[src/rtl/axi4_lite_slv_template_if.sv]
// AXI4-Lite bus bundle: one AW/W/B write path and one AR/R read path.
// Latency: none, wires only.
// Backpressure: carried by the valid/ready pairs of each channel.
interface axi4_lite_if #(
    parameter int ADDR_W = 4
) ();
    logic [ADDR_W-1:0] awaddr;
    logic [2:0]        awprot;
    logic              awvalid;
    logic              awready;
    logic [31:0]       wdata;
    logic [3:0]        wstrb;
    logic              wvalid;
    logic              wready;
    logic [1:0]        bresp;
    logic              bvalid;
    logic              bready;
    logic [ADDR_W-1:0] araddr;
    logic [2:0]        arprot;
    logic              arvalid;
    logic              arready;
    logic [31:0]       rdata;
    logic [1:0]        rresp;
    logic              rvalid;
    logic              rready;

    modport slv_port (
        input  awaddr, awprot, awvalid, wdata, wstrb, wvalid, bready,
        input  araddr, arprot, arvalid, rready,
        output awready, wready, bresp, bvalid, arready, rdata, rresp, rvalid
    );

    modport mst_port (
        output awaddr, awprot, awvalid, wdata, wstrb, wvalid, bready,
        output araddr, arprot, arvalid, rready,
        input  awready, wready, bresp, bvalid, arready, rdata, rresp, rvalid
    );
endinterface

[src/rtl/axi4_lite_slv_template.sv]
// AXI4-Lite slave register file of 2**(ADDR_W-2) 32-bit registers; byte strobes honoured only with AXI4_LITE_SLV_WSTRB_EN.
// Latency: write accept one cycle after AW+W valid, B the cycle after; read accept one cycle after AR valid, R the cycle after.
// Backpressure: no new write while B is pending, no new read while R is pending; B/R held until bready/rready.
module axi4_lite_slv_template #(
    parameter int ADDR_W = 4,
    parameter int DATA_W = 32
) (
    input  logic          i_clk,
    input  logic          i_rst_n,
    axi4_lite_if.slv_port if_s_axi4_lite
);

    localparam int NUM_REGS = 2 ** (ADDR_W - 2);

    generate
        if (DATA_W != 32) begin : g_bad_data_w
            $error("axi4_lite_slv_template supports DATA_W = 32 only");
        end
    endgenerate

    logic [31:0]       regs [NUM_REGS];
    logic              awready_q;
    logic              bvalid_q;
    logic              arready_q;
    logic              rvalid_q;
    logic [31:0]       rdata_q;
    logic              wr_acc;
    logic              rd_acc;
    logic [ADDR_W-3:0] wr_idx;
    logic [ADDR_W-3:0] rd_idx;
    logic [31:0]       wr_mask;
    logic              unused_ok;

    // Both address and data must be present: the single ready pulse accepts them together.
    assign wr_acc = awready_q & if_s_axi4_lite.awvalid & if_s_axi4_lite.wvalid;
    assign rd_acc = arready_q & if_s_axi4_lite.arvalid;
    assign wr_idx = if_s_axi4_lite.awaddr[ADDR_W-1:2];
    assign rd_idx = if_s_axi4_lite.araddr[ADDR_W-1:2];

    assign if_s_axi4_lite.awready = awready_q;
    assign if_s_axi4_lite.wready  = awready_q;
    assign if_s_axi4_lite.bvalid  = bvalid_q;
    assign if_s_axi4_lite.bresp   = 2'b00;
    assign if_s_axi4_lite.arready = arready_q;
    assign if_s_axi4_lite.rvalid  = rvalid_q;
    assign if_s_axi4_lite.rdata   = rdata_q;
    assign if_s_axi4_lite.rresp   = 2'b00;

    // Protection bits and the byte offset within a register carry no meaning here.
`ifdef AXI4_LITE_SLV_WSTRB_EN
    assign unused_ok = ^{if_s_axi4_lite.awprot, if_s_axi4_lite.arprot,
                         if_s_axi4_lite.awaddr[1:0], if_s_axi4_lite.araddr[1:0]};
`else
    assign unused_ok = ^{if_s_axi4_lite.awprot, if_s_axi4_lite.arprot,
                         if_s_axi4_lite.awaddr[1:0], if_s_axi4_lite.araddr[1:0],
                         if_s_axi4_lite.wstrb};
`endif

    // Bit mask of the register bits an accepted write replaces.
    always_comb begin
        wr_mask = '1;
`ifdef AXI4_LITE_SLV_WSTRB_EN
        for (int k = 0; k < 4; k++) begin
            wr_mask[8*k +: 8] = {8{if_s_axi4_lite.wstrb[k]}};
        end
`endif
    end

    // Write handshake: ready pulses one cycle, B then holds until taken; no accept while B is pending.
    always_ff @(posedge i_clk or negedge i_rst_n) begin
        if (!i_rst_n) begin
            awready_q <= 1'b0;
            bvalid_q  <= 1'b0;
        end else begin
            awready_q <= ~awready_q & if_s_axi4_lite.awvalid & if_s_axi4_lite.wvalid & ~bvalid_q;
            if (wr_acc) begin
                bvalid_q <= 1'b1;
            end else if (if_s_axi4_lite.bready) begin
                bvalid_q <= 1'b0;
            end
        end
    end

    // Register storage, updated at the write accepting edge.
    always_ff @(posedge i_clk or negedge i_rst_n) begin
        if (!i_rst_n) begin
            for (int i = 0; i < NUM_REGS; i++) begin
                regs[i] <= 32'h0;
            end
        end else if (wr_acc) begin
            regs[wr_idx] <= (regs[wr_idx] & ~wr_mask) | (if_s_axi4_lite.wdata & wr_mask);
        end
    end

    // Read handshake: ready may rise in the cycle R is consumed so back-to-back reads take two cycles.
    always_ff @(posedge i_clk or negedge i_rst_n) begin
        if (!i_rst_n) begin
            arready_q <= 1'b0;
            rvalid_q  <= 1'b0;
            rdata_q   <= 32'h0;
        end else begin
            arready_q <= ~arready_q & if_s_axi4_lite.arvalid & (~rvalid_q | if_s_axi4_lite.rready);
            if (rd_acc) begin
                rvalid_q <= 1'b1;
                rdata_q  <= regs[rd_idx];
            end else if (if_s_axi4_lite.rready) begin
                rvalid_q <= 1'b0;
            end
        end
    end

endmodule

[src/flat_wrapper.sv]
// flat-port wrapper written by rule: the top's interface ports become plain ports
module axi4_lite_slv_template_flat 
#(
    parameter int ADDR_W = 4,
    parameter int DATA_W = 32
)
  (i_clk, i_rst_n, if_s_axi4_lite_awaddr, if_s_axi4_lite_awprot, if_s_axi4_lite_awvalid, if_s_axi4_lite_wdata, if_s_axi4_lite_wstrb, if_s_axi4_lite_wvalid, if_s_axi4_lite_bready, if_s_axi4_lite_araddr, if_s_axi4_lite_arprot, if_s_axi4_lite_arvalid, if_s_axi4_lite_rready, if_s_axi4_lite_awready, if_s_axi4_lite_wready, if_s_axi4_lite_bresp, if_s_axi4_lite_bvalid, if_s_axi4_lite_arready, if_s_axi4_lite_rdata, if_s_axi4_lite_rresp, if_s_axi4_lite_rvalid);
  axi4_lite_if #(.ADDR_W(ADDR_W)) if_s_axi4_lite_i ();
  input  logic i_clk;
  input  logic i_rst_n;
  input wire logic [$bits(if_s_axi4_lite_i.awaddr)-1:0] if_s_axi4_lite_awaddr;
  input wire logic [$bits(if_s_axi4_lite_i.awprot)-1:0] if_s_axi4_lite_awprot;
  input wire logic [$bits(if_s_axi4_lite_i.awvalid)-1:0] if_s_axi4_lite_awvalid;
  input wire logic [$bits(if_s_axi4_lite_i.wdata)-1:0] if_s_axi4_lite_wdata;
  input wire logic [$bits(if_s_axi4_lite_i.wstrb)-1:0] if_s_axi4_lite_wstrb;
  input wire logic [$bits(if_s_axi4_lite_i.wvalid)-1:0] if_s_axi4_lite_wvalid;
  input wire logic [$bits(if_s_axi4_lite_i.bready)-1:0] if_s_axi4_lite_bready;
  input wire logic [$bits(if_s_axi4_lite_i.araddr)-1:0] if_s_axi4_lite_araddr;
  input wire logic [$bits(if_s_axi4_lite_i.arprot)-1:0] if_s_axi4_lite_arprot;
  input wire logic [$bits(if_s_axi4_lite_i.arvalid)-1:0] if_s_axi4_lite_arvalid;
  input wire logic [$bits(if_s_axi4_lite_i.rready)-1:0] if_s_axi4_lite_rready;
  output wire logic [$bits(if_s_axi4_lite_i.awready)-1:0] if_s_axi4_lite_awready;
  output wire logic [$bits(if_s_axi4_lite_i.wready)-1:0] if_s_axi4_lite_wready;
  output wire logic [$bits(if_s_axi4_lite_i.bresp)-1:0] if_s_axi4_lite_bresp;
  output wire logic [$bits(if_s_axi4_lite_i.bvalid)-1:0] if_s_axi4_lite_bvalid;
  output wire logic [$bits(if_s_axi4_lite_i.arready)-1:0] if_s_axi4_lite_arready;
  output wire logic [$bits(if_s_axi4_lite_i.rdata)-1:0] if_s_axi4_lite_rdata;
  output wire logic [$bits(if_s_axi4_lite_i.rresp)-1:0] if_s_axi4_lite_rresp;
  output wire logic [$bits(if_s_axi4_lite_i.rvalid)-1:0] if_s_axi4_lite_rvalid;
  assign if_s_axi4_lite_i.awaddr = if_s_axi4_lite_awaddr;
  assign if_s_axi4_lite_i.awprot = if_s_axi4_lite_awprot;
  assign if_s_axi4_lite_i.awvalid = if_s_axi4_lite_awvalid;
  assign if_s_axi4_lite_i.wdata = if_s_axi4_lite_wdata;
  assign if_s_axi4_lite_i.wstrb = if_s_axi4_lite_wstrb;
  assign if_s_axi4_lite_i.wvalid = if_s_axi4_lite_wvalid;
  assign if_s_axi4_lite_i.bready = if_s_axi4_lite_bready;
  assign if_s_axi4_lite_i.araddr = if_s_axi4_lite_araddr;
  assign if_s_axi4_lite_i.arprot = if_s_axi4_lite_arprot;
  assign if_s_axi4_lite_i.arvalid = if_s_axi4_lite_arvalid;
  assign if_s_axi4_lite_i.rready = if_s_axi4_lite_rready;
  assign if_s_axi4_lite_awready = if_s_axi4_lite_i.awready;
  assign if_s_axi4_lite_wready = if_s_axi4_lite_i.wready;
  assign if_s_axi4_lite_bresp = if_s_axi4_lite_i.bresp;
  assign if_s_axi4_lite_bvalid = if_s_axi4_lite_i.bvalid;
  assign if_s_axi4_lite_arready = if_s_axi4_lite_i.arready;
  assign if_s_axi4_lite_rdata = if_s_axi4_lite_i.rdata;
  assign if_s_axi4_lite_rresp = if_s_axi4_lite_i.rresp;
  assign if_s_axi4_lite_rvalid = if_s_axi4_lite_i.rvalid;
  axi4_lite_slv_template #(.ADDR_W(ADDR_W), .DATA_W(DATA_W)) u_core (.i_clk(i_clk), .i_rst_n(i_rst_n), .if_s_axi4_lite(if_s_axi4_lite_i));
endmodule
[config.mk]
export PLATFORM = sky130hd
export DESIGN_NAME = axi4_lite_slv_template_flat
export DESIGN_NICKNAME = d
export VERILOG_FILES = /design/src/rtl/axi4_lite_slv_template_if.sv /design/src/rtl/axi4_lite_slv_template.sv /design/src/flat_wrapper.sv
export SDC_FILE = /design/constraint.sdc
export NUM_CORES = 1
export LEC_CHECK = 0
export ABC_AREA = 0
export CAP_MARGIN = 0
export CORE_ASPECT_RATIO = 0.6
export CORE_UTILIZATION = 49
export DETAILED_ROUTE_END_ITERATION = 7
export PLACE_DENSITY_LB_ADDON = 0.1
export SYNTH_ARGS = -nofsm -noshare
export SYNTH_HDL_FRONTEND = slang
export SYNTH_SLANG_ARGS = --single-unit
export TNS_END_PERCENT = 1
[constraint.sdc]
create_clock -name i_clk -period 1.5 [get_ports i_clk]
set_input_delay 0.225 -clock i_clk [delete_from_list [all_inputs] [get_ports i_clk]]
set_output_delay 0.225 -clock i_clk [all_outputs]
set_load 0.01 [all_outputs]
## After elaboration in Yosys (flattened, before gate mapping)

Index checks and enable logic that the tools add are counted.

- Order comparisons: 3
- Multiplexer cells: 10
- Bitwise gates (word level): 15
- Reduce and logical (&&, ||, !) cells: 3

Operator list:

| kind | number |
|---|---|
| $bwmux 128 | 1 |
| $mux 32 | 3 |
| $bmux 32 s2 | 1 |
| $demux 32 s2 | 1 |
| $and 1x1->1 | 8 |
| $ge 3x3->1 const B | 2 |
| $not 2->3 | 2 |
| $mux 1 | 4 |
| $not 1->1 | 4 |
| $reduce_bool 2->1 | 2 |
| $lt 3x1->1 const B | 1 |
| $logic_and 1x1->1 | 1 |
| $or 1x1->1 | 1 |

- Register bits: 164
- Bits of input ports: 57
- Output and inout bits: 41
- Word-level logic and storage cells: 40

## Longest topological paths before layout

Gate-level depths: netlist of run 1.

- Depth in word-level cells: 6
- Depth in mapped cells: 5
- Mapped depth without buffers: 3

## Worst setup path before layout of run 1

Ideal clock, no wire load.

- Path type: register to register
- Start: reg u_core.awready_q, in the netlist u_core.if_s_axi4_lite.awready
- End: reg u_core.regs[33] (netlist bit)
- Library setup time: 0.125 ns
- Arrival: 1.400 ns
- Required time: 1.375 ns
- Path slack: -0.025 ns
- Stages on the path, launching flop included: 5
- Clock period less this slack: 1.525 ns
- Cell sequence: dfrtp_1 > nand3_2 > nor3b_4 > buf_6 > mux2_2

- Word-level cells in the longest chain between the ends: 2

RTL lines:

| element | RTL line | source |
|---|---|---|
| start: declaration | axi4_lite_slv_template.sv:22 | `logic awready_q;` |
| start signal: assignment | axi4_lite_slv_template.sv:75 | `awready_q <= ~awready_q & if_s_axi4_lite.awvalid & if_s_axi4_lite.wvalid & ~bvalid_q;` |
| $and 1x1->1 (2 in a row) | axi4_lite_slv_template.sv:35 | `assign wr_acc = awready_q & if_s_axi4_lite.awvalid & if_s_axi4_lite.wvalid;` |
| end signal: indexed assignment | axi4_lite_slv_template.sv:91 | `regs[wr_idx] <= (regs[wr_idx] & ~wr_mask) \| (if_s_axi4_lite.wdata & wr_mask);` |
| end: declaration | axi4_lite_slv_template.sv:21 | `logic [31:0] regs [NUM_REGS];` |

Every way passes these cells.
A chain may end at the register's enable or synchronous reset.

## Worst setup path in the final report of run 1

- Start: reg u_core.awready_q, in the netlist u_core.if_s_axi4_lite.awready
- End: reg u_core.regs[63] (netlist bit)

Same word-level chain as after synthesis.

==> results of run 1 <==
[metrics by stage]
stage	hold slack [ps]	area (sq um)	setup TNS [ps]	cells
after floorplan	-70.6	6990	-707	474
after global placement	133	8190	-37900	743
after detailed placement	134	8190	-43190	743
after CTS	266	8770	-1410	776
after global routing	286	9050	-6380	780
final	269	9050	-1990	780
[worst register-to-register path, stage by stage, from the launching register on]
cell and delay, ps:
dfrtp_1 420, nand3_4 140, nor3b_4 260, buf_12 170, clkbuf_16 170, mux2_4 300
[power by group through the flow]
stage	Clock (mW)	Sequential [mW]	Combinational, mW
detailed placement	0	5.82	2.17
finish	4.24	5.76	2.17
global route	4.52	5.86	2.38
global placement	0	5.78	2.11
floorplan	0	5.81	1.09
CTS	4.33	5.74	2.04
[final cells by class]
class | count | area (sq um)
timing repair buffer | 116 | 1250
fill | 1012 | 4740
clock buffer | 20 | 467
inverter | 1 | 3.75
clock inverter | 12 | 119
sequential | 164 | 4100
tap | 192 | 240
multi-input combinational | 275 | 2870
[Yosys cell counts (all sizes together)]
| cell | instances | area share |
|---|---|---|
| and3 | 1 | 0.0011 |
| dfrtp | 164 | 0.59 |
| mux2i | 64 | 0.092 |
| nor2b | 1 | 0.00090 |
| conb | 1 | 0.00054 |
| nand2b | 1 | 0.00090 |
| nand3 | 3 | 0.0047 |
| o21ai | 1 | 0.00072 |
| nand2 | 34 | 0.018 |
| o221ai | 32 | 0.040 |
| inv | 1 | 0.00054 |
| mux2 | 128 | 0.21 |
| or2 | 1 | 0.00090 |
| clkbuf | 9 | 0.0077 |
| nor3b | 2 | 0.0038 |
| nand3b | 1 | 0.0029 |
| buf | 25 | 0.027 |
| nor3 | 2 | 0.0030 |
[routing by layer]
metal,vias to the layer above,GRT usage
met1,2223,0.294
li1,1929,-
met3,14,0.0408
met4,0,0.0694
met5,-,0
met2,114,0.357
[logic make-up (layout without fill, tap and decap cells)]
logic type / count (synthesis) / after routing / synth area share
flops: 164 / 164 / 0.588
buf+inv: 35 / 149 / 0.0353
simple gates: 46 / 46 / 0.0364
other cells: 1 / 4 / 0.000537
mux: 192 / 192 / 0.299
compound gates: 33 / 33 / 0.0409
[worst max-delay path by stage]
stage                                                  startpoint  slack (ps)                          end
after CTS                 u_core.if_s_axi4_lite.awready$_DFF_PN0_         -70  u_core.regs[61]$_DFFE_PN0P_
final                     u_core.if_s_axi4_lite.awready$_DFF_PN0_         -80  u_core.regs[63]$_DFFE_PN0P_
after detailed placement                    if_s_axi4_lite_wvalid        -440  u_core.regs[45]$_DFFE_PN0P_
after global placement                      if_s_axi4_lite_wvalid        -380  u_core.regs[43]$_DFFE_PN0P_
after floorplan           u_core.if_s_axi4_lite.awready$_DFF_PN0_         -30  u_core.regs[33]$_DFFE_PN0P_
after global routing      u_core.if_s_axi4_lite.awready$_DFF_PN0_        -140  u_core.regs[63]$_DFFE_PN0P_
[layout by cell type, fill, tap and decap left out, types with 2 or more instances in the layout]
master,n
inv_6,3
buf_4,18
clkbuf_16,19
mux2i_1,64
nand3_4,2
o221ai_1,32
nand2_1,34
clkinvlp_4,5
clkbuf_8,3
mux2_1,4
mux2_2,66
dlygate4sd2_1,36
conb_1,4
mux2_4,58
clkdlybuf4s50_1,40
buf_6,2
dfrtp_1,164
buf_12,15
[timing repair]
item | in CTS | in global routing
hold endpoints to repair | 27 | 0
hold buffers | 1 | 0
gates cloned | 0 | 3
buffers inserted | 0 | 1
resized for setup | 44 | 57
pin swaps | 0 | 3
setup endpoints to repair | 98 | 118
[registers in the layout, indices dropped and copies added, names as in the netlist]
signal	flops
u_core.regs	128
u_core.if_s_axi4_lite.bvalid	1
u_core.if_s_axi4_lite.awready	1
u_core.if_s_axi4_lite.rvalid	1
u_core.if_s_axi4_lite.rdata	32
u_core.if_s_axi4_lite.arready	1
==> metrics.md, run 1 <==
| Metric | Value |
|---|---|
| Status | complete, but fails checks |
| Failing checks | negative setup slack |
| Synthesized area | 6980 sq um |
| Via-to-Cell Ratio | 5.49 |
| Clock-pin slew on the worst setup and hold paths | 70 ps |
| CTS Root Cell | clkbuf_16 |
| Reg-to-reg startpoint | u_core.if_s_axi4_lite.awready$_DFF_PN0_ |
| CTS tree | yes |
| Min-delay worst type | input port to async pin |
| Arr. time, crit path | 1870 ps |
| Core area | 13800 sq um |
| Worst EP required | 1790 ps |
| Final Wtd Congestion | 0.753 |
| Initial core utilization | 0.506 |
| Cell family with most CP delay | flip-flops |
| Number of distinct library cells after synthesis | 27 |
| Vias post-DR | 4280 |
| WL/cell | 19.8 microns |
| Final net count | 632 |
| Gate power share | 0.179 |
| Critical path's largest stage delay | 420 ps |
| Final Core Density | 0.657 |
| Worst path cell trace | nand3_4, nor3b_4, buf_12, clkbuf_16, mux2_4 |
| Cell-internal power | 9.03 mW |
| CTS Buf Count | 17 |
| WP depth | 5 |
| Worst Path Buf+Inv | 2 |
| Total of max-cap violations | 0 |
| Layout cells sized above 1 | 0.345 |
| CP Class | flip-flop to flip-flop |
| R2R depth | 5 |
| Leakage power | 4.40 nW |
| Hold Vio Cnt, Final | 0 |
| Clock Tree Buf Depth | 2 |
| P per Cell Area | 1350 nW/um^2 |
| Residual DRC | 0 |
| Top Metal Used | met4 |
| DRT Wirelength | 15400 microns |
| Final period util | 1.05 |
| Setup repair after global routing missed its margin | true |
| Flop-to-flop setup slack | -80 ps |
| Dpl ws | -439 ps |
| Total chip power | 12.2 mW |
| Post-layout min period | 1580 ps |
| Layout area overhead | 29.7% |
| Maximum VDD drop | 0.751 mV |
| Vias in the first global route | 4487 |
| Sw Pwr | 3.15 mW |
| Standard-cell rows | 33 |
| All-Layer GR Usage | 0.217 |
| Port Buffer Count | 79 |
| Die area | 14700 sq um |
| Yosys warning total | 0 |
| Initial antenna violation count | 0 |
| DR iter-0 viols | 173 |
| Die width | 156 microns |
| Sequential share of power | 0.473 |
| Slew Limit Fails | 0 |
| Drt pass-1 iters | 4 |
| CP startpoint kind | flip-flop |
| Switch share | 0.259 |
| GRT overflow | 0 |
| CTS HTree Levels | 4 |
| CP endpoint kind | flip-flop |
| Clock share of power | 0.348 |
| Max Freq | 633 MHz |
| Slowest cell on crit path | dfrtp_1 |
| Post-route worst setup slack | -80.3 ps |
| Met2 WL post-DR | 7070 microns |
| DPL Wire Length | 9400 microns |
| Die Y | 94.5 microns |
| Clk_skew | 12.6 ps |
| CTS Sinks | 164 |
| Register area share after synthesis | 0.588 |
| DRT antenna net count | 0 |
| Largest net degree at the start of global routing | 42 |
| Met1 WL | 7560 microns |
| Clk Latency, worst-skew pair | 420 ps |
| CP max FO | 6 |
| First-pass GRT wire length | 23900 microns |
| DR WL met3 | 617 microns |
| Diodes inserted | 0 |
| Mapped Avg Cell Area | 14.8 sq um |
| Cells after Synth | 471 |
| Register bit total from synthesis | 164 |
| # setup viols final | 39 |
| R2r endpoint | u_core.regs[63]$_DFFE_PN0P_ |
| Ports | 98 |
Note: power is estimated with default switching activity, not from simulation.
==> run 2, diff against run 1 <==
GPL_TIMING_DRIVEN = 0   (was not set)
==> run 2 against run 1 <==
  * The flow still finishes with violations (negative setup slack)
  * Cell area decreased by 2.4%
  * Hold slack improved by 75 ps
  * Setup slack improved by 26 ps
  * Combinational power decreased by 6%
  * Clock power increased by 3%
  * Flip-flop and latch count unchanged
  * Critical endpoint is now u_core.regs[121]$_DFFE_PN0P_
  * Largest power group unchanged
==> metrics.md, run 2 (synthesis gave the netlist of run 1 again) <==
| Metric | Value |
|---|---|
| Die Y | 94.5 microns (unchanged) |
| Die width | 156 microns (unchanged) |
| Cell family with most CP delay | flip-flops (unchanged) |
| Leakage power | 4.33 nW (was 4.40 nW) |
| WL/cell | 19.7 microns (was 19.8 microns) |
| Residual DRC | 0 (unchanged) |
| DPL Wire Length | 9870 microns (was 9400 microns) |
| Port Buffer Count | 78 (was 79) |
| Via-to-Cell Ratio | 5.46 (was 5.49) |
| Slew @ Worst Pin | 713 ps |
| Slowest cell on crit path | dfrtp_2 (was dfrtp_1) |
| Min-delay worst type | input port to flip-flop (was input port to async pin) |
| CP Class | flip-flop to flip-flop (unchanged) |
| All-Layer GR Usage | 0.227 (was 0.217) |
| WP depth | 5 (unchanged) |
| Worst Path Buf+Inv | 2 (unchanged) |
| Vias in the first global route | 4493 (was 4487) |
| GRT overflow | 0 (unchanged) |
| Hold_sp | if_s_axi4_lite_araddr[3] |
| Max reg flops | 128 (unchanged) |
| DRT antenna net count | 0 (unchanged) |
| Drt pass-1 iters | 4 (unchanged) |
| Final Wtd Congestion | 0.735 (was 0.753) |
| Final net count | 637 (was 632) |
| Failing checks | negative setup slack (unchanged) |
| Layout area overhead | 26.5% (was 29.7%) |
| Clk_skew | 9.51 ps (was 12.6 ps) |
| P per Cell Area | 1380 nW/um^2 (was 1350 nW/um^2) |
| Post-route worst setup slack | -53.9 ps (was -80.3 ps) |
| Worst EP required | 1800 ps (was 1790 ps) |
| CP max FO | 10 (was 6) |
| Final period util | 1.04 (was 1.05) |
| Reg-to-reg startpoint | u_core.if_s_axi4_lite.awready$_DFF_PN0_ (unchanged) |
| # setup viols final | 59 (was 39) |
| Vias post-DR | 4284 (was 4280) |
| CTS Root Cell | clkbuf_16 (unchanged) |
| Initial antenna violation count | 0 (unchanged) |
| Status | complete, but fails checks (unchanged) |
| Diodes inserted | 0 (unchanged) |
| Die area | 14700 sq um (unchanged) |
| Largest net degree at the start of global routing | 89 (was 42) |
| Total of max-cap violations | 0 (unchanged) |
| DR iter-0 viols | 161 (was 173) |
| Clk Latency, worst-skew pair | 430 ps (was 420 ps) |
| R2r endpoint | u_core.regs[121]$_DFFE_PN0P_ (was u_core.regs[63]$_DFFE_PN0P_) |
| Dpl ws | -574 ps (was -439 ps) |
| Ports | 98 (unchanged) |
| Setup TNS | -1300 ps (was -1990 ps) |
| Most frequent cells in the layout | dfrtp_1 (163), mux2_2 (100), mux2i_1 (64), clkdlybuf4s50_1 (40), dlygate4sd2_1 (35) (was dfrtp_1 (164), mux2_2 (66), mux2i_1 (64), mux2_4 (58), clkdlybuf4s50_1 (40)) |
| DRT Wirelength | 15400 microns (about the same) |
| Clock Tree Buf Depth | 2 (unchanged) |
| Largest Register | u_core.regs (unchanged) |
| CTS HTree Levels | 4 (unchanged) |
| Non-Filler Instances | 785 (was 780) |
| CP endpoint kind | flip-flop (unchanged) |
| Maximum VDD drop | 0.743 mV (was 0.751 mV) |
| Initial core utilization | 0.506 (unchanged) |
| Layout cells sized above 1 | 0.344 (was 0.345) |
| Leading cell type in the layout, fill and taps excluded | dfrtp_1 (unchanged) |
| Worst slew margin | 0.524 |
| Post-Place Cells | 745 (was 743) |
| Core area | 13800 sq um (unchanged) |
| End of the critical path | u_core.regs[121]$_DFFE_PN0P_ (was u_core.regs[63]$_DFFE_PN0P_) |
| Worst path cell trace | nand3_4, nor3_4, buf_4, buf_6, mux2_2 (was nand3_4, nor3b_4, buf_12, clkbuf_16, mux2_4) |
| CP startpoint | u_core.if_s_axi4_lite.awready$_DFF_PN0_ (unchanged) |
| Total chip power | 12.2 mW (about the same) |
| Critical path's largest stage delay | 410 ps (was 420 ps) |
| CP startpoint kind | flip-flop (unchanged) |
| CTS Sinks | 164 (unchanged) |
| Clock-pin slew on the worst setup and hold paths | 60 ps (was 70 ps) |
| Arr. time, crit path | 1860 ps (was 1870 ps) |
| First-pass GRT wire length | 24600 microns (was 23900 microns) |
| Hold Vio Cnt, Final | 0 (unchanged) |
| Standard-cell rows | 33 (unchanged) |
| Max Freq | 644 MHz (was 633 MHz) |
| Slew Limit Fails | 0 (unchanged) |
| Flop-to-flop setup slack | -50 ps (was -80 ps) |
| Setup repair after global routing missed its margin | true (unchanged) |
| R2R depth | 5 (unchanged) |
| CTS Buf Count | 17 (unchanged) |
| CTS tree | yes (unchanged) |
| Post-layout min period | 1550 ps (was 1580 ps) |
[run 2: worst reg2reg max path, stage by stage, from the launching register on]
cell and delay, ps:
dfrtp_2 410, nand3_4 130, nor3_4 190, buf_4 180, buf_6 190, mux2_2 350
[run 2: worst min path at each step]
stage                                                      end  slack, ps  cells after the start
detailed placement                 u_core.regs[62]$_DFFE_PN0P_        310                      1
global route        u_core.if_s_axi4_lite.rdata[0]$_DFFE_PN0P_        370                      3
CTS                 u_core.if_s_axi4_lite.rdata[0]$_DFFE_PN0P_        330                      3
floorplan              u_core.if_s_axi4_lite.arready$_DFF_PN0_        -70                      0
finish              u_core.if_s_axi4_lite.rdata[0]$_DFFE_PN0P_        340                      3
global placement       u_core.if_s_axi4_lite.awready$_DFF_PN0_        450                      1
[run 2: where the power goes]
| part | switching [mW] | internal (mW) |
|---|---|---|
| logic | 0.874 | 1.17 |
| registers | 0.465 | 5.29 |
| clock network | 1.84 | 2.52 |
| total | 3.18 | 8.98 |
[run 2: area by class of cell]
cell class	instances	area (sq um)
clock inverter	14	153
buffer	33	327
tap	192	240
clock buffer	18	439
fill	1055	4960
multi-input combinational	275	2730
sequential	164	4110
inverter	1	3.75
timing repair buffer	88	837
[run 2: through the flow]
stage | hold WS (ps) | cell area, sq um | utilization
2_1_floorplan | -70.6 | 6990 | -
3_3_place_gp | 450 | 8020 | 0.581
3_5_place_dp | 309 | 8040 | 0.583
5_1_grt | 372 | 8830 | 0.641
4_1_cts | 333 | 8680 | 0.630
6_report | 343 | 8830 | 0.641
[run 2: repair_timing]
action                                 in CTS  in global routing
setup buffers                               2                  5
pin swaps                                   1                  2
resized for setup                          54                 32
endpoints found under the hold margin      76                  0
gates cloned                                1                  0
setup endpoints to repair                 168                153
hold buffers                                1                  0
[run 2: routing by layer]
| layer | share of wire | wire, microns | vias to the layer above | track usage |
|---|---|---|---|---|
| li1 | - | - | 1930 | - |
| met1 | 0.49 | 7510 | 2240 | 0.326 |
| met2 | 0.45 | 7000 | 97 | 0.342 |
| met3 | 0.050 | 771 | 17 | 0.0486 |
| met4 | 0.010 | 157 | 0 | 0.0817 |
| met5 | 0 | 0 | - | 0 |
==> run 3, diff against run 2 <==
CAP_MARGIN = not set   (was 0)
RECOVER_POWER = 100   (was not set)
SKIP_CTS_REPAIR_TIMING = 1   (was not set)
==> run 3 against run 2 <==
  * The flow still finishes with violations (negative setup slack)
  * Core utilization up 1.7 points
  * Final cell count down 0.51%
  * Critical path depth down 2
  * Setup slack worse by 98 ps
  * Hold slack worse by 4.0 ps
  * Sequential share of layout area down 1.2 points
  * Via count up 0.12%
  * Sequential power about the same
  * Non-clock buffer count down 4
  * Clock power about the same
  * Clock skew about the same
  * Critical path type unchanged
  * Critical endpoint is now u_core.if_s_axi4_lite.rdata[30]$_DFFE_PN0P_
  * Highest routed layer unchanged
==> metrics.md, run 3 (synthesis gave the netlist of run 1 again) <==
| Metric | Value |
|---|---|
| Status | complete, but fails checks (unchanged) |
| Failing checks | negative setup slack (unchanged) |
| Sw Pwr | 3.19 mW (was 3.18 mW) |
| WL/cell | 20.1 microns (was 19.7 microns) |
| Critical path's largest stage delay | 570 ps (was 410 ps) |
| Initial core utilization | 0.506 (unchanged) |
| Slowest cell on crit path | clkbuf_1 (was dfrtp_2) |
| Max reg flops | 128 (unchanged) |
| Clock-pin slew on the worst setup and hold paths | 70 ps (was 60 ps) |
| Setup TNS | -6950 ps (was -1300 ps) |
| Vias post-DR | 4289 (was 4284) |
| Min-delay worst type | input port to flip-flop (unchanged) |
| Clk Latency, worst-skew pair | 430 ps (about the same) |
| Core area | 13800 sq um (unchanged) |
| Port Buffer Count | 78 (unchanged) |
| Die Y | 94.5 microns (unchanged) |
| CTS Root Cell | clkbuf_16 (unchanged) |
| P per Cell Area | 1360 nW/um^2 (was 1380 nW/um^2) |
| Final Wtd Congestion | 0.735 (unchanged) |
| Sequential share of power | 0.466 (was 0.473) |
| # setup viols final | 151 (was 59) |
| Post-Place Cells | 745 (unchanged) |
| Worst EP required | 1760 ps (was 1800 ps) |
| Die area | 14700 sq um (unchanged) |
| Area of the multi-input gates | 2850 sq um (was 2730 sq um) |
| Total of max-cap violations | 0 (unchanged) |
| Clock Tree Buf Depth | 2 (unchanged) |
| Final net count | 633 (was 637) |
| CP endpoint kind | flip-flop (unchanged) |
| DR iter-0 viols | 216 (was 161) |
| Leading cell type in the layout, fill and taps excluded | dfrtp_1 (unchanged) |
| Setup repair after global routing missed its margin | true (unchanged) |
| Clock share of power | 0.351 (was 0.358) |
| Non-Filler Instances | 781 (was 785) |
| Fillers | 1009 (was 1055) |
| All-Layer GR Usage | 0.224 (was 0.227) |
| Die width | 156 microns (unchanged) |
| DRT antenna net count | 0 (unchanged) |
| Largest Register | u_core.regs (unchanged) |
| Clk_skew | 9.46 ps (was 9.51 ps) |
| DPL Wire Length | 9870 microns (unchanged) |
| Diodes inserted | 0 (unchanged) |
| Standard-cell rows | 33 (unchanged) |
| Final period util | 1.10 (was 1.04) |
| Cell family with most CP delay | buffers and inverters (was flip-flops) |
| Cell-internal power | 9.17 mW (was 8.98 mW) |
| Gate power share | 0.182 (was 0.168) |
| Design area | 9070 sq um (was 8830 sq um) |
| Maximum VDD drop | 0.742 mV (was 0.743 mV) |
| Post-layout min period | 1650 ps (was 1550 ps) |
| CTS tree | yes (unchanged) |
| Placed cell areas | 8040 sq um (unchanged) |
| Hold Vio Cnt, Final | 0 (unchanged) |
| Switch share | 0.258 (was 0.261) |
| Layout cells sized above 1 | 0.340 (was 0.344) |
| Drt pass-1 iters | 4 (unchanged) |
| Dpl ws | -574 ps (unchanged) |
| Worst Path Buf+Inv | 1 (was 2) |
| Final Core Density | 0.658 (was 0.641) |
| Leakage power | 4.81 nW (was 4.33 nW) |
| First-pass GRT wire length | 24200 microns (was 24600 microns) |
| Slew Limit Fails | 0 (unchanged) |
| Max Freq | 605 MHz (was 644 MHz) |
| GRT overflow | 0 (unchanged) |
| CTS Sinks | 164 (unchanged) |
| Ports | 98 (unchanged) |
| Vias in the first global route | 4451 (was 4493) |
| CTS Buf Count | 17 (unchanged) |
| Arr. time, crit path | 1910 ps (was 1860 ps) |
| Layout area overhead | 29.9% (was 26.5%) |
| Post-route worst setup slack | -152 ps (was -53.9 ps) |
| Largest net degree at the start of global routing | 89 (unchanged) |
| Slew @ Worst Pin | 712 ps (was 713 ps) |
| Most frequent cells in the layout | dfrtp_1 (163), mux2_2 (72), mux2i_1 (64), mux2_4 (54), clkdlybuf4s50_1 (40) (was dfrtp_1 (163), mux2_2 (100), mux2i_1 (64), clkdlybuf4s50_1 (40), dlygate4sd2_1 (35)) |
| CP max FO | 10 (unchanged) |
| Register area | 4110 sq um (unchanged) |
| Via-to-Cell Ratio | 5.49 (was 5.46) |
| DRT Wirelength | 15700 microns (was 15400 microns) |
| CTS HTree Levels | 4 (unchanged) |
| Worst path cell trace | nand3_1, clkbuf_1, o221ai_1 (was nand3_4, nor3_4, buf_4, buf_6, mux2_2) |
| Initial antenna violation count | 0 (unchanged) |
| CP Class | flip-flop to flip-flop (unchanged) |
| Worst slew margin | 0.525 (was 0.524) |
| CP startpoint kind | flip-flop (unchanged) |
| Residual DRC | 0 (unchanged) |
==> run 3: changes by cell type in the layout (fill, tap and decap cells not counted), sizes merged <==
cell and delta:
clkdlybuf4s15 -1, buf -5, dlygate4sd2 -35, dlymetal6s2s +37
==> run 3: worst paths after layout <==
check	depth (start not counted)	to	from	slack [ps]
worst max-delay path	3	u_core.if_s_axi4_lite.rdata[30]$_DFFE_PN0P_	u_core.if_s_axi4_lite.arready$_DFF_PN0_	-150
worst min-delay path	3	u_core.if_s_axi4_lite.rdata[0]$_DFFE_PN0P_	if_s_axi4_lite_araddr[3]	340
worst max register to register	3	u_core.if_s_axi4_lite.rdata[30]$_DFFE_PN0P_	u_core.if_s_axi4_lite.arready$_DFF_PN0_	-150
worst min register to register	1	u_core.if_s_axi4_lite.awready$_DFF_PN0_	u_core.if_s_axi4_lite.bvalid$_DFFE_PN0P_	460
max in group asynchronous	3	u_core.if_s_axi4_lite.awready$_DFF_PN0_	i_rst_n	230
min in group asynchronous	2	u_core.regs[55]$_DFFE_PN0P_	i_rst_n	390
==> run 3: per-stage QoR <==
step	total power [mW]	hold slack, ps
after global placement	7.84	450
after global routing	12.9	374
after detailed placement	7.97	309
final	12.4	339
after CTS	12.3	-146
after floorplan	6.90	-70.6
==> run 3: layout make-up <==
cell class / count / share of cell area
clock inverters: 14 / 0.0168
well taps: 192 / 0.0265
plain buffers: 34 / 0.0366
clock buffers: 18 / 0.0484
inverters: 1 / 0.000414
repair buffers: 83 / 0.104
flip-flops and latches: 164 / 0.453
multi-input cells: 275 / 0.315
==> run 3: power groups by stage <==
stage	combinational [mW]	sequential, mW	clock, mW
after floorplan	1.09	5.81	0
after global placement	2.06	5.78	0
after detailed placement	2.15	5.82	0
after CTS	2.16	5.75	4.41
after global routing	2.46	5.87	4.62
final	2.25	5.77	4.34
==> run 3: metal layers <==
| metal | track usage | routed length (microns) | share of wire | up-vias |
|---|---|---|---|---|
| met5 | 0 | 0 | 0 | - |
| met4 | 0.0801 | 172 | 0.011 | 0 |
| met3 | 0.0477 | 614 | 0.039 | 17 |
| met2 | 0.338 | 7090 | 0.45 | 89 |
| met1 | 0.320 | 7790 | 0.50 | 2249 |
| li1 | - | - | - | 1934 |
==> run 3: tightest hold or removal path, stage by stage <==
cell and delay [ps]:
buf_2 180, mux2i_1 150, o221ai_1 160
